--- config.mk ---
export PLATFORM = sky130hd
export DESIGN_NAME = uart_tx_8n1
export DESIGN_NICKNAME = d
export VERILOG_FILES = /design/src/rtl/gpsdo_pkg.sv /design/src/rtl/uart_baud_cnt.sv /design/src/rtl/uart_tx_8n1.sv
export SDC_FILE = /design/constraint.sdc
export NUM_CORES = 1
export LEC_CHECK = 0
export ABC_AREA = 1
export CORE_ASPECT_RATIO = 1.1
export CORE_MARGIN = 4
export CORE_UTILIZATION = 40
export DETAILED_ROUTE_END_ITERATION = 8
export DONT_BUFFER_PORTS = 1
export GPL_TIMING_DRIVEN = 0
export PLACE_DENSITY = 0.64
export SYNTH_ARGS = -nofsm -noshare
export SYNTH_HDL_FRONTEND = slang
export SYNTH_HIERARCHICAL = 1
export SYNTH_SLANG_ARGS = --single-unit
--- constraint.sdc ---
create_clock -name CLK_SYS -period 1.6 [get_ports CLK_SYS]
set_input_delay 0.24 -clock CLK_SYS [delete_from_list [all_inputs] [get_ports CLK_SYS]]
set_output_delay 0.24 -clock CLK_SYS [all_outputs]
set_load 0.01 [all_outputs]
--- src/rtl/gpsdo_pkg.sv ---
// gpsdo_pkg: definitions shared by the GPSDO serial-reporting blocks.
//   uart_state_t      - transmitter frame state encoding
//   UART_IDLE_LVL     - level of the serial line when no frame is in flight
//   calc_clks_per_bit - rounded number of system clocks per UART bit
package gpsdo_pkg;

  typedef enum logic [1:0] {
    IDLE  = 2'd0,
    START = 2'd1,
    DATA  = 2'd2,
    STOP  = 2'd3
  } uart_state_t;

  localparam logic UART_IDLE_LVL = 1'b1;

  // Rounded to nearest so the bit period error stays within half a clock.
  function automatic int unsigned calc_clks_per_bit(input int unsigned freq,
                                                    input int unsigned baud);
    return (freq + baud / 32'd2) / baud;
  endfunction

endpackage

--- src/rtl/uart_baud_cnt.sv ---
// uart_baud_cnt: bit-period counter, shared between UART transmit and receive.
//   clk  in  system clock
//   rst  in  synchronous active-high reset
//   clr  in  hold the counter at zero (used while the owner is idle)
//   tick out high on the last clock of each bit period (count == CLKS_PER_BIT-1)
module uart_baud_cnt #(
  parameter int unsigned CLKS_PER_BIT = 434
) (
  input  logic clk,
  input  logic rst,
  input  logic clr,
  output logic tick
);

  localparam int unsigned     CW   = $clog2(CLKS_PER_BIT);
  localparam logic [CW-1:0]   LAST = CW'(CLKS_PER_BIT - 1);

  logic [CW-1:0] cnt_q, cnt_d;

  // Next count: wrap after the last count, or hold at zero when cleared.
  always_comb begin
    if (clr || (cnt_q == LAST)) begin
      cnt_d = {CW{1'b0}};
    end else begin
      cnt_d = cnt_q + CW'(1);
    end
  end

  // Count register.
  always_ff @(posedge clk) begin
    if (rst) begin
      cnt_q <= {CW{1'b0}};
    end else begin
      cnt_q <= cnt_d;
    end
  end

  assign tick = (cnt_q == LAST);

endmodule

--- src/rtl/uart_tx_8n1.sv ---
// uart_tx_8n1: 8-data-bit, no-parity UART transmitter (1 or 2 stop bits), LSB first.
//   CLK_SYS      in  system clock
//   CLK_RST      in  synchronous active-high reset
//   Uart_En      in  send request, acted on at its rising edge only
//   Uart_Data    in  byte to send, sampled in the acceptance cycle
//   Uart_Busy    out high while a frame is in flight
//   Uart_Tx      out serial line, idle high, registered
//   Uart_Ovr     out sticky: a request edge arrived while busy and was dropped
//   Uart_Ovr_Clr in  clears Uart_Ovr (a simultaneous drop wins)
module uart_tx_8n1
  import gpsdo_pkg::*;
#(
  parameter int unsigned CLK_FREQ     = 50_000_000,
  parameter int unsigned BAUD         = 115200,
  parameter int unsigned STOP_BITS    = 1,
  parameter int unsigned CLKS_PER_BIT = calc_clks_per_bit(CLK_FREQ, BAUD)
) (
  input  logic       CLK_SYS,
  input  logic       CLK_RST,
  input  logic       Uart_En,
  input  logic [7:0] Uart_Data,
  output logic       Uart_Busy,
  output logic       Uart_Tx,
  output logic       Uart_Ovr,
  input  logic       Uart_Ovr_Clr
);

  localparam logic [2:0] LAST_STOP = 3'(STOP_BITS - 1);

  uart_state_t state_q, state_d;
  logic        en_q, en_d;
  logic [7:0]  shift_q, shift_d;
  logic [2:0]  bit_cnt_q, bit_cnt_d;
  logic        tx_q, tx_d;
  logic        busy_q, busy_d;
  logic        ovr_q, ovr_d;
  logic        req_s;
  logic        baud_tick_s;
  logic        baud_clr_s;

  assign req_s = Uart_En & ~en_q;

  // Every state change out of IDLE or on a tick leaves the counter at zero,
  // so holding it clear in IDLE is enough to restart it on each state entry.
  assign baud_clr_s = (state_q == IDLE);

  uart_baud_cnt #(
    .CLKS_PER_BIT(CLKS_PER_BIT)
  ) u_baud_cnt (
    .clk (CLK_SYS),
    .rst (CLK_RST),
    .clr (baud_clr_s),
    .tick(baud_tick_s)
  );

  // Frame sequencing, shift register and next line level.
  always_comb begin
    en_d      = Uart_En;
    state_d   = state_q;
    shift_d   = shift_q;
    bit_cnt_d = bit_cnt_q;
    tx_d      = tx_q;
    case (state_q)
      IDLE: begin
        bit_cnt_d = 3'd0;
        if (req_s) begin
          state_d = START;
          shift_d = Uart_Data;
          tx_d    = 1'b0;
        end else begin
          tx_d = UART_IDLE_LVL;
        end
      end
      START: begin
        if (baud_tick_s) begin
          state_d = DATA;
          tx_d    = shift_q[0];
        end else begin
          tx_d = 1'b0;
        end
      end
      DATA: begin
        if (baud_tick_s) begin
          shift_d = {1'b0, shift_q[7:1]};
          if (bit_cnt_q == 3'd7) begin
            state_d   = STOP;
            bit_cnt_d = 3'd0;
            tx_d      = UART_IDLE_LVL;
          end else begin
            bit_cnt_d = bit_cnt_q + 3'd1;
            // shift_q[1] becomes the LSB after this shift.
            tx_d      = shift_q[1];
          end
        end else begin
          tx_d = shift_q[0];
        end
      end
      STOP: begin
        tx_d = UART_IDLE_LVL;
        if (baud_tick_s) begin
          if (bit_cnt_q == LAST_STOP) begin
            state_d = IDLE;
          end else begin
            bit_cnt_d = bit_cnt_q + 3'd1;
          end
        end else begin
          bit_cnt_d = bit_cnt_q;
        end
      end
      default: begin
        state_d = IDLE;
        tx_d    = UART_IDLE_LVL;
      end
    endcase
    busy_d = (state_d != IDLE);
  end

  // Overrun flag: a dropped request edge sets it and beats a clear.
  always_comb begin
    if (req_s && (state_q != IDLE)) begin
      ovr_d = 1'b1;
    end else if (Uart_Ovr_Clr) begin
      ovr_d = 1'b0;
    end else begin
      ovr_d = ovr_q;
    end
  end

  // State and output registers.
  always_ff @(posedge CLK_SYS) begin
    if (CLK_RST) begin
      state_q   <= IDLE;
      en_q      <= 1'b0;
      shift_q   <= 8'h00;
      bit_cnt_q <= 3'd0;
      tx_q      <= UART_IDLE_LVL;
      busy_q    <= 1'b0;
      ovr_q     <= 1'b0;
    end else begin
      state_q   <= state_d;
      en_q      <= en_d;
      shift_q   <= shift_d;
      bit_cnt_q <= bit_cnt_d;
      tx_q      <= tx_d;
      busy_q    <= busy_d;
      ovr_q     <= ovr_d;
    end
  end

  assign Uart_Tx   = tx_q;
  assign Uart_Busy = busy_q;
  assign Uart_Ovr  = ovr_q;

endmodule

==> flow_metrics.env, run 1 <==
export IMPL_numCtsBuffers=3
export IMPL_ys_flop_type="dfxtp_1"
export IMPL_maxCapViolations=0
export IMPL_diodes=0
export IMPL_fmax_mhz=662.4
export IMPL_path_depth=12
export IMPL_dp_hpwl_mm=1.775
export IMPL_avgSynthCellArea_um2=6.811
export IMPL_synth_area_um2=1396
export IMPL_ant_nets=0
export IMPL_ys_seq_elements=26
export IMPL_synth_area_leader_cell="dfxtp_1"
export IMPL_slowest_delay_ps=350
export IMPL_ys_types=24
export IMPL_rr_worst_depth=12
export IMPL_cp_required_ps=1850
export IMPL_drive_above_1_share_pct=24.31
export IMPL_critical_path_top_delay_family="simple AND/OR/NAND/NOR gates"
export IMPL_asyncSetResetFlopFracSynth_pct=0
export IMPL_hold_path_startpoint="Uart_Ovr_Clr"
export IMPL_hold_depth=3
export IMPL_die_w_um=64.34
export IMPL_clock_skew_ps=11.48
export IMPL_finalWeightedCongestion=0.7203
export IMPL_synth_warnings=6
export IMPL_finalHoldViolations=0
export IMPL_grt_overflow=0
export IMPL_path_class="reg2reg"
export IMPL_fin_ws_ps=90.36
export IMPL_p_per_area_nw_per_um2=751.9
export IMPL_syn2layout_area_growth_pct=15.77
export IMPL_final_max_slew_viol_count=0
export IMPL_critPathSlowestCell="dfxtp_2"
export IMPL_vias=1203
export IMPL_rsz0062_at_grt="true"
export IMPL_firstDrtPassIters=4
export IMPL_cts_tree="yes"
export IMPL_fin_crit_ps=1510
export IMPL_irDropWorstVdd_mv=0.4460
export IMPL_layout_nets=236
export IMPL_cts_clk_slew_worst_paths_ps=150
export IMPL_r2r_end="shift_q[2]$_SDFFE_PP0P_"
export IMPL_die_area_um2=4501
export IMPL_status="completed"
export IMPL_drc=0
export IMPL_dp_worst_setup_slack_ps=-120.7
export IMPL_core_um2=3358
export IMPL_setup_violations=0
export IMPL_grt_pass1_vias=1033
export IMPL_rrSetupSlack_ps=90
export IMPL_path_buf_inv=4
export IMPL_arrival_ps=1760
export IMPL_antenna_found_initial=0
export IMPL_syn_nets=222
export IMPL_slew_headroom_pct=78.23
export IMPL_hold_path_class="in2reg"
export IMPL_initial_core_util_pct=41.58
export IMPL_synth_edf_count=0
export IMPL_h_tree_depth=1
export IMPL_boundaryPins=15
export IMPL_crit_fanout=7
export IMPL_yosys_area_top_type_share_pct=37.28
export IMPL_port_buffers=0
export IMPL_wl_per_cell_um=9.827
export IMPL_final_cell_mix="59 x nand2_1, 28 x nor2_1, 24 x dfxtp_1"
export IMPL_ys_seq_area_share_pct=37.28
export IMPL_grt_start_max_net_pins=15
export IMPL_tightest_slew_ps=323.1
export IMPL_root_buffer="clkbuf_4"
export IMPL_hold_end="Uart_Ovr$_SDFFE_PP0P_"
export IMPL_avgViaCountPerCell=4.523
export IMPL_layout_commonest_cell="nand2_1"
export IMPL_cp_start_kind="flop"
export IMPL_leakagePower_nw=0.6839
export IMPL_syn_inst=205
export IMPL_whs_ps=56.83
export IMPL_worst_r2r_startpoint="u_baud_cnt/cnt_q[1]$_SDFF_PP0_"
export IMPL_fin_util_pct=48.14
export IMPL_die_h_um=69.97
export IMPL_cp_end_kind="flop"
export IMPL_grt_pass1_wl_mm=4.319
export IMPL_clockBufferDepth=2
export IMPL_drt_iter0_drc=60
export IMPL_std_cell_rows=22
export IMPL_wl_mm=2.614
export IMPL_synthTopCellsByArea="dfxtp_1 37%, nand2_1 17%, nor2_1 8.9%"
export IMPL_clk_latency_ps=330
export IMPL_crit_chain="inv_2 -> ha_4 -> nand2_2 -> nor2_2 -> nand2_2 -> inv_4 -> inv_4 -> a21oi_4 -> nand2_4 -> buf_6 -> nor2_2 -> nor2_1"
export IMPL_grt_usage_pct=11.80
export IMPL_fin_crit_sh_pct=94.35
export IMPL_numClockSinks=26
==> worst register-to-register path, stage by stage, from the launching register on <==
cell and delay [ps]:
dfxtp_2 350, inv_2 50, ha_4 120, nand2_2 50
nor2_2 110, nand2_2 80, inv_4 100, inv_4 50
a21oi_4 150, nand2_4 90, buf_6 160, nor2_2 100
nor2_1 50
==> worst max-delay path by stage <==
stage / startpoint / end / slack, ps
final: u_baud_cnt/cnt_q[1]$_SDFF_PP0_ / shift_q[2]$_SDFFE_PP0P_ / 90
after global placement: u_baud_cnt/cnt_q[0]$_SDFF_PP0_ / shift_q[2]$_SDFFE_PP0P_ / -110
after global routing: u_baud_cnt/cnt_q[1]$_SDFF_PP0_ / shift_q[5]$_SDFFE_PP0P_ / -40
after detailed placement: u_baud_cnt/cnt_q[0]$_SDFF_PP0_ / shift_q[2]$_SDFFE_PP0P_ / -120
after CTS: u_baud_cnt/cnt_q[1]$_SDFF_PP0_ / shift_q[0]$_SDFFE_PP0P_ / 20
after floorplan: u_baud_cnt/cnt_q[0]$_SDFF_PP0_ / shift_q[0]$_SDFFE_PP0P_ / 40
==> cells in the mapped netlist (2+ instances only) <==
library cell  count
nor2_2            6
inv_2             5
buf_6             2
a21oi_2           5
nor2_1           33
dfxtp_1          26
o21ai_0           8
nand3_1          11
inv_1            22
nand2_2           3
nand2_1          62
a21oi_1           3
nand2_4           2
ha_1              5
o21bai_1          3
==> cell families (layout without fill, tap and decap cells) <==
group,count (synthesis),in the layout,synth area share (%)
adders and majority gates,5,5,4.480
buffers and inverters,31,44,9.767
AOI/OAI and AO/OA,21,21,10.48
xor gates and xnor gates,2,2,1.255
and+or+nand+nor,120,120,36.74
DFF,26,26,37.28
==> sequential cells by signal, indices dropped and copies added (netlist names) <==
name and count:
bit_cnt_q 3, Uart_Tx 1, en_q 1, state_q 2, u_baud_cnt/cnt_q 9, Uart_Ovr 1
shift_q 8, Uart_Busy 1
==> cell type report <==
type	instances	area (um^2)
fill	362	1742
multi-input combinational	148	782.0
sequential	26	523.0
inverter	27	106.4
timing repair buffer	9	73.82
tap	48	60.06
clock buffer	4	36.28
buffer	4	35.03
==> per-layer routing <==
metal | global-route usage, % | routed length [um] | vias up
met5 | 0 | 0 | -
met4 | 4.930 | 63 | 0
met3 | 3.055 | 112 | 6
met2 | 17.09 | 1133 | 21
met1 | 16.40 | 1304 | 523
li1 | - | - | 653
==> power breakdown <==
part	switching (mW)	leakage (nW)	total (mW)	internal [mW]
Clock	0.200	0.0210	0.340	0.139
Combinational	0.102	0.449	0.172	0.0706
Sequential	0.0209	0.214	0.703	0.682
==> per-stage QoR <==
step           TNS, ps  cells  instance area [um^2]  power (mW)
2_1_floorplan        0    205                  1396      0.8305
3_3_place_gp    -680.7    253                  1456      0.8544
3_5_place_dp    -716.5    253                  1456      0.8558
4_1_cts              0    262                  1538       1.204
5_1_grt         -79.85    266                  1617       1.276
6_report             0    266                  1617       1.215
==> repair_timing <==
| action | 4_1_cts | 5_1_grt |
|---|---|---|
| gates cloned | 0 | 1 |
| resized for setup | 3 | 16 |
| hold buffers | 1 | 0 |
| buffers inserted | 4 | 3 |
| hold endpoints to repair | 2 | 0 |
| endpoints found under the setup margin | 7 | 11 |
| pin swaps | 3 | 6 |
No activity file was read; power rests on OpenSTA's default activity.
==> run 2: changes to the inputs <==
--- a/config.mk
+++ b/config.mk
@@ -12,7 +12,7 @@
 export DETAILED_ROUTE_END_ITERATION = 8
 export DONT_BUFFER_PORTS = 1
 export GPL_TIMING_DRIVEN = 0
-export PLACE_DENSITY = 0.64
+export PLACE_DENSITY = 0.62
 export SYNTH_ARGS = -nofsm -noshare
 export SYNTH_HDL_FRONTEND = slang
 export SYNTH_HIERARCHICAL = 1
==> constraint.sdc (replaced) <==
create_clock -name CLK_SYS -period 1.9 [get_ports CLK_SYS]
set_input_delay 0.285 -clock CLK_SYS [delete_from_list [all_inputs] [get_ports CLK_SYS]]
set_output_delay 0.285 -clock CLK_SYS [all_outputs]
set_load 0.01 [all_outputs]
==> run 2 against run 1 <==
Effect of this change: first-iteration DRC count fell by 73%; final cell count is 2.6% lower; clock power increased by 12%; via count fell by 6.2%.
==> flow_metrics.env, run 2 (synthesis gave the netlist of run 1 again) <==
export IMPL_status="completed"
export IMPL_numClockSinks=26
export IMPL_cp_end_kind="flop"
export IMPL_fin_crit_sh_pct=87.82
export IMPL_critPathSlowestCell="dfxtp_1"
export IMPL_die_w_um=64.34
export IMPL_cp_required_ps=2130
export IMPL_wl_mm=2.392
export IMPL_finalWeightedCongestion=0.7155
export IMPL_clk_latency_ps=330
export IMPL_drt_iter0_drc=16
export IMPL_core_um2=3358
export IMPL_vias=1129
export IMPL_path_class="reg2reg"
export IMPL_fin_crit_ps=1669
export IMPL_grt_overflow=0
export IMPL_clock_skew_ps=16.34
export IMPL_fin_area_um2=1530
export IMPL_final_cell_mix="62 x nand2_1, 33 x nor2_1, 25 x dfxtp_1"
export IMPL_tns_ps=0
export IMPL_port_buffers=0
export IMPL_antenna_found_initial=0
export IMPL_root_buffer="clkbuf_4"
export IMPL_path_buf_inv=4
export IMPL_clockBufferDepth=2
export IMPL_irDropWorstVdd_mv=0.3074
export IMPL_die_area_um2=4501
export IMPL_reg_top3="u_baud_cnt/cnt_q: 9 flops, shift_q: 8 flops, bit_cnt_q: 3 flops"
export IMPL_h_tree_depth=1
export IMPL_die_h_um=69.97
export IMPL_drive_above_1_share_pct=16.11
export IMPL_maxCapViolations=0
export IMPL_syn2layout_area_growth_pct=9.588
export IMPL_arrival_ps=1890
export IMPL_avgViaCountPerCell=4.359
export IMPL_fill_cells=361
export IMPL_cpMostUsedCell="nor2_1"
export IMPL_diodes=0
export IMPL_p_per_area_nw_per_um2=714.8
export IMPL_dp_hpwl_mm=1.800
export IMPL_use_met2_pct=18.12
export IMPL_layout_nets=229
export IMPL_tightest_slew_ps=280.3
export IMPL_std_cell_rows=22
export IMPL_crit_chain="inv_1 -> ha_1 -> nand2_1 -> nor2_1 -> nand2_2 -> inv_2 -> inv_2 -> a21oi_4 -> nand2_4 -> buf_6 -> nor2_1 -> nor2_1"
export IMPL_cts_setup_buffers=0
export IMPL_place_area_um2=1456
export IMPL_largest_register="u_baud_cnt/cnt_q"
export IMPL_slowest_delay_ps=360
export IMPL_setup_violations=0
export IMPL_final_max_slew_viol_count=0
export IMPL_boundaryPins=15
export IMPL_cts_clk_slew_worst_paths_ps=150
export IMPL_grt_pass1_vias=1018
export IMPL_fmax_mhz=599.3
export IMPL_largest_reg_flops=9
export IMPL_grt_start_max_net_pins=16
export IMPL_grt_pass1_wl_mm=4.264
export IMPL_numCtsBuffers=3
export IMPL_finalHoldViolations=0
export IMPL_hold_path_class="in2reg"
export IMPL_grt_usage_pct=11.56
export IMPL_layout_commonest_cell="nand2_1"
export IMPL_rsz0062_at_grt="false"
export IMPL_wl_per_cell_um=9.236
export IMPL_use_met3_pct=2.251
export IMPL_slew_headroom_pct=81.29
export IMPL_drc=0
export IMPL_leakagePower_nw=0.6531
export IMPL_totalPowerFinal_mw=1.094
export IMPL_cts_tree="yes"
export IMPL_critical_path_top_delay_family="simple AND/OR/NAND/NOR gates"
export IMPL_cp_start_kind="flop"
export IMPL_grtUsageMet1_pct=15.62
export IMPL_gr_max_usage_layer="met2"
export IMPL_ant_nets=0
export IMPL_firstDrtPassIters=4
export IMPL_crit_fanout=10
export IMPL_initial_core_util_pct=41.58
run 2: changes by cell type in the layout (fill, tap and decap cells not counted), sizes merged:
cell and change:
dlygate4sd3 +1, clkbuf -1, buf -8, bufinv +1
run 2: path summary, 6_finish.rpt:
kind	from	to	slack, ps	depth (start not counted)
setup / recovery	u_baud_cnt/cnt_q[1]$_SDFF_PP0_	shift_q[6]$_SDFFE_PP0P_	230	12
hold / removal	Uart_En	en_q$_SDFF_PP0_	110	2
setup reg to reg	u_baud_cnt/cnt_q[1]$_SDFF_PP0_	shift_q[6]$_SDFFE_PP0P_	230	12
hold reg to reg	u_baud_cnt/cnt_q[0]$_SDFF_PP0_	u_baud_cnt/cnt_q[0]$_SDFF_PP0_	470	1
run 2: layout make-up:
cell class / count / area, um^2 / share of cell area [%]
repair buffers: 2 / 20.02 / 1.308
inverters: 27 / 101.3 / 6.623
flip-flops and latches: 26 / 521.8 / 34.10
multi-input cells: 148 / 739.5 / 48.32
well taps: 48 / 60.06 / 3.925
clock inverters: 1 / 30.03 / 1.962
clock buffers: 3 / 22.52 / 1.472
plain buffers: 4 / 35.03 / 2.289
run 2: through the flow:
stage | util [%] | hold slack [ps] | std cells | setup slack (ps)
floorplan | - | 354.1 | 205 | 283.0
global placement | 43.37 | 355.2 | 253 | 92.53
detailed placement | 43.37 | 361.0 | 253 | 89.74
CTS | 45.23 | 1.164 | 258 | 72.88
global route | 45.57 | 103.2 | 259 | 11.21
finish | 45.57 | 111.8 | 259 | 231.5
run 2: timing repair:
| action | in CTS | in global routing |
|---|---|---|
| gates resized for setup | 0 | 2 |
| hold endpoints to repair | 1 | 1 |
| hold buffers | 1 | 1 |
| setup endpoints to repair | 0 | 7 |
run 2: power breakdown:
group          internal, mW  switching, mW
sequential            0.575         0.0179
combinational        0.0456         0.0749
clock                 0.213          0.168
run 2: layer usage:
layer | part of all wire (%) | vias up
li1 | - | 639
met5 | 0 | -
met1 | 53 | 473
met2 | 43 | 15
met4 | 1.0 | 0
met3 | 2.9 | 2
run 2: worst register-to-register path, cell delays in order (launching register included):
cell,delay [ps]
dfxtp_1,360
inv_1,60
ha_1,130
nand2_1,60
nor2_1,130
nand2_2,90
inv_2,120
inv_2,70
a21oi_4,170
nand2_4,90
buf_6,150
nor2_1,90
nor2_1,50
==> run 3: changes to the inputs <==
--- a/config.mk
+++ b/config.mk
@@ -6,6 +6,7 @@
 export NUM_CORES = 1
 export LEC_CHECK = 0
 export ABC_AREA = 1
+export ABC_CLOCK_PERIOD_IN_PS = 1900
 export CORE_ASPECT_RATIO = 1.1
 export CORE_MARGIN = 4
 export CORE_UTILIZATION = 40
==> results of run 3 <==
Final layout, timing and power as in run 2 (identical DEF).
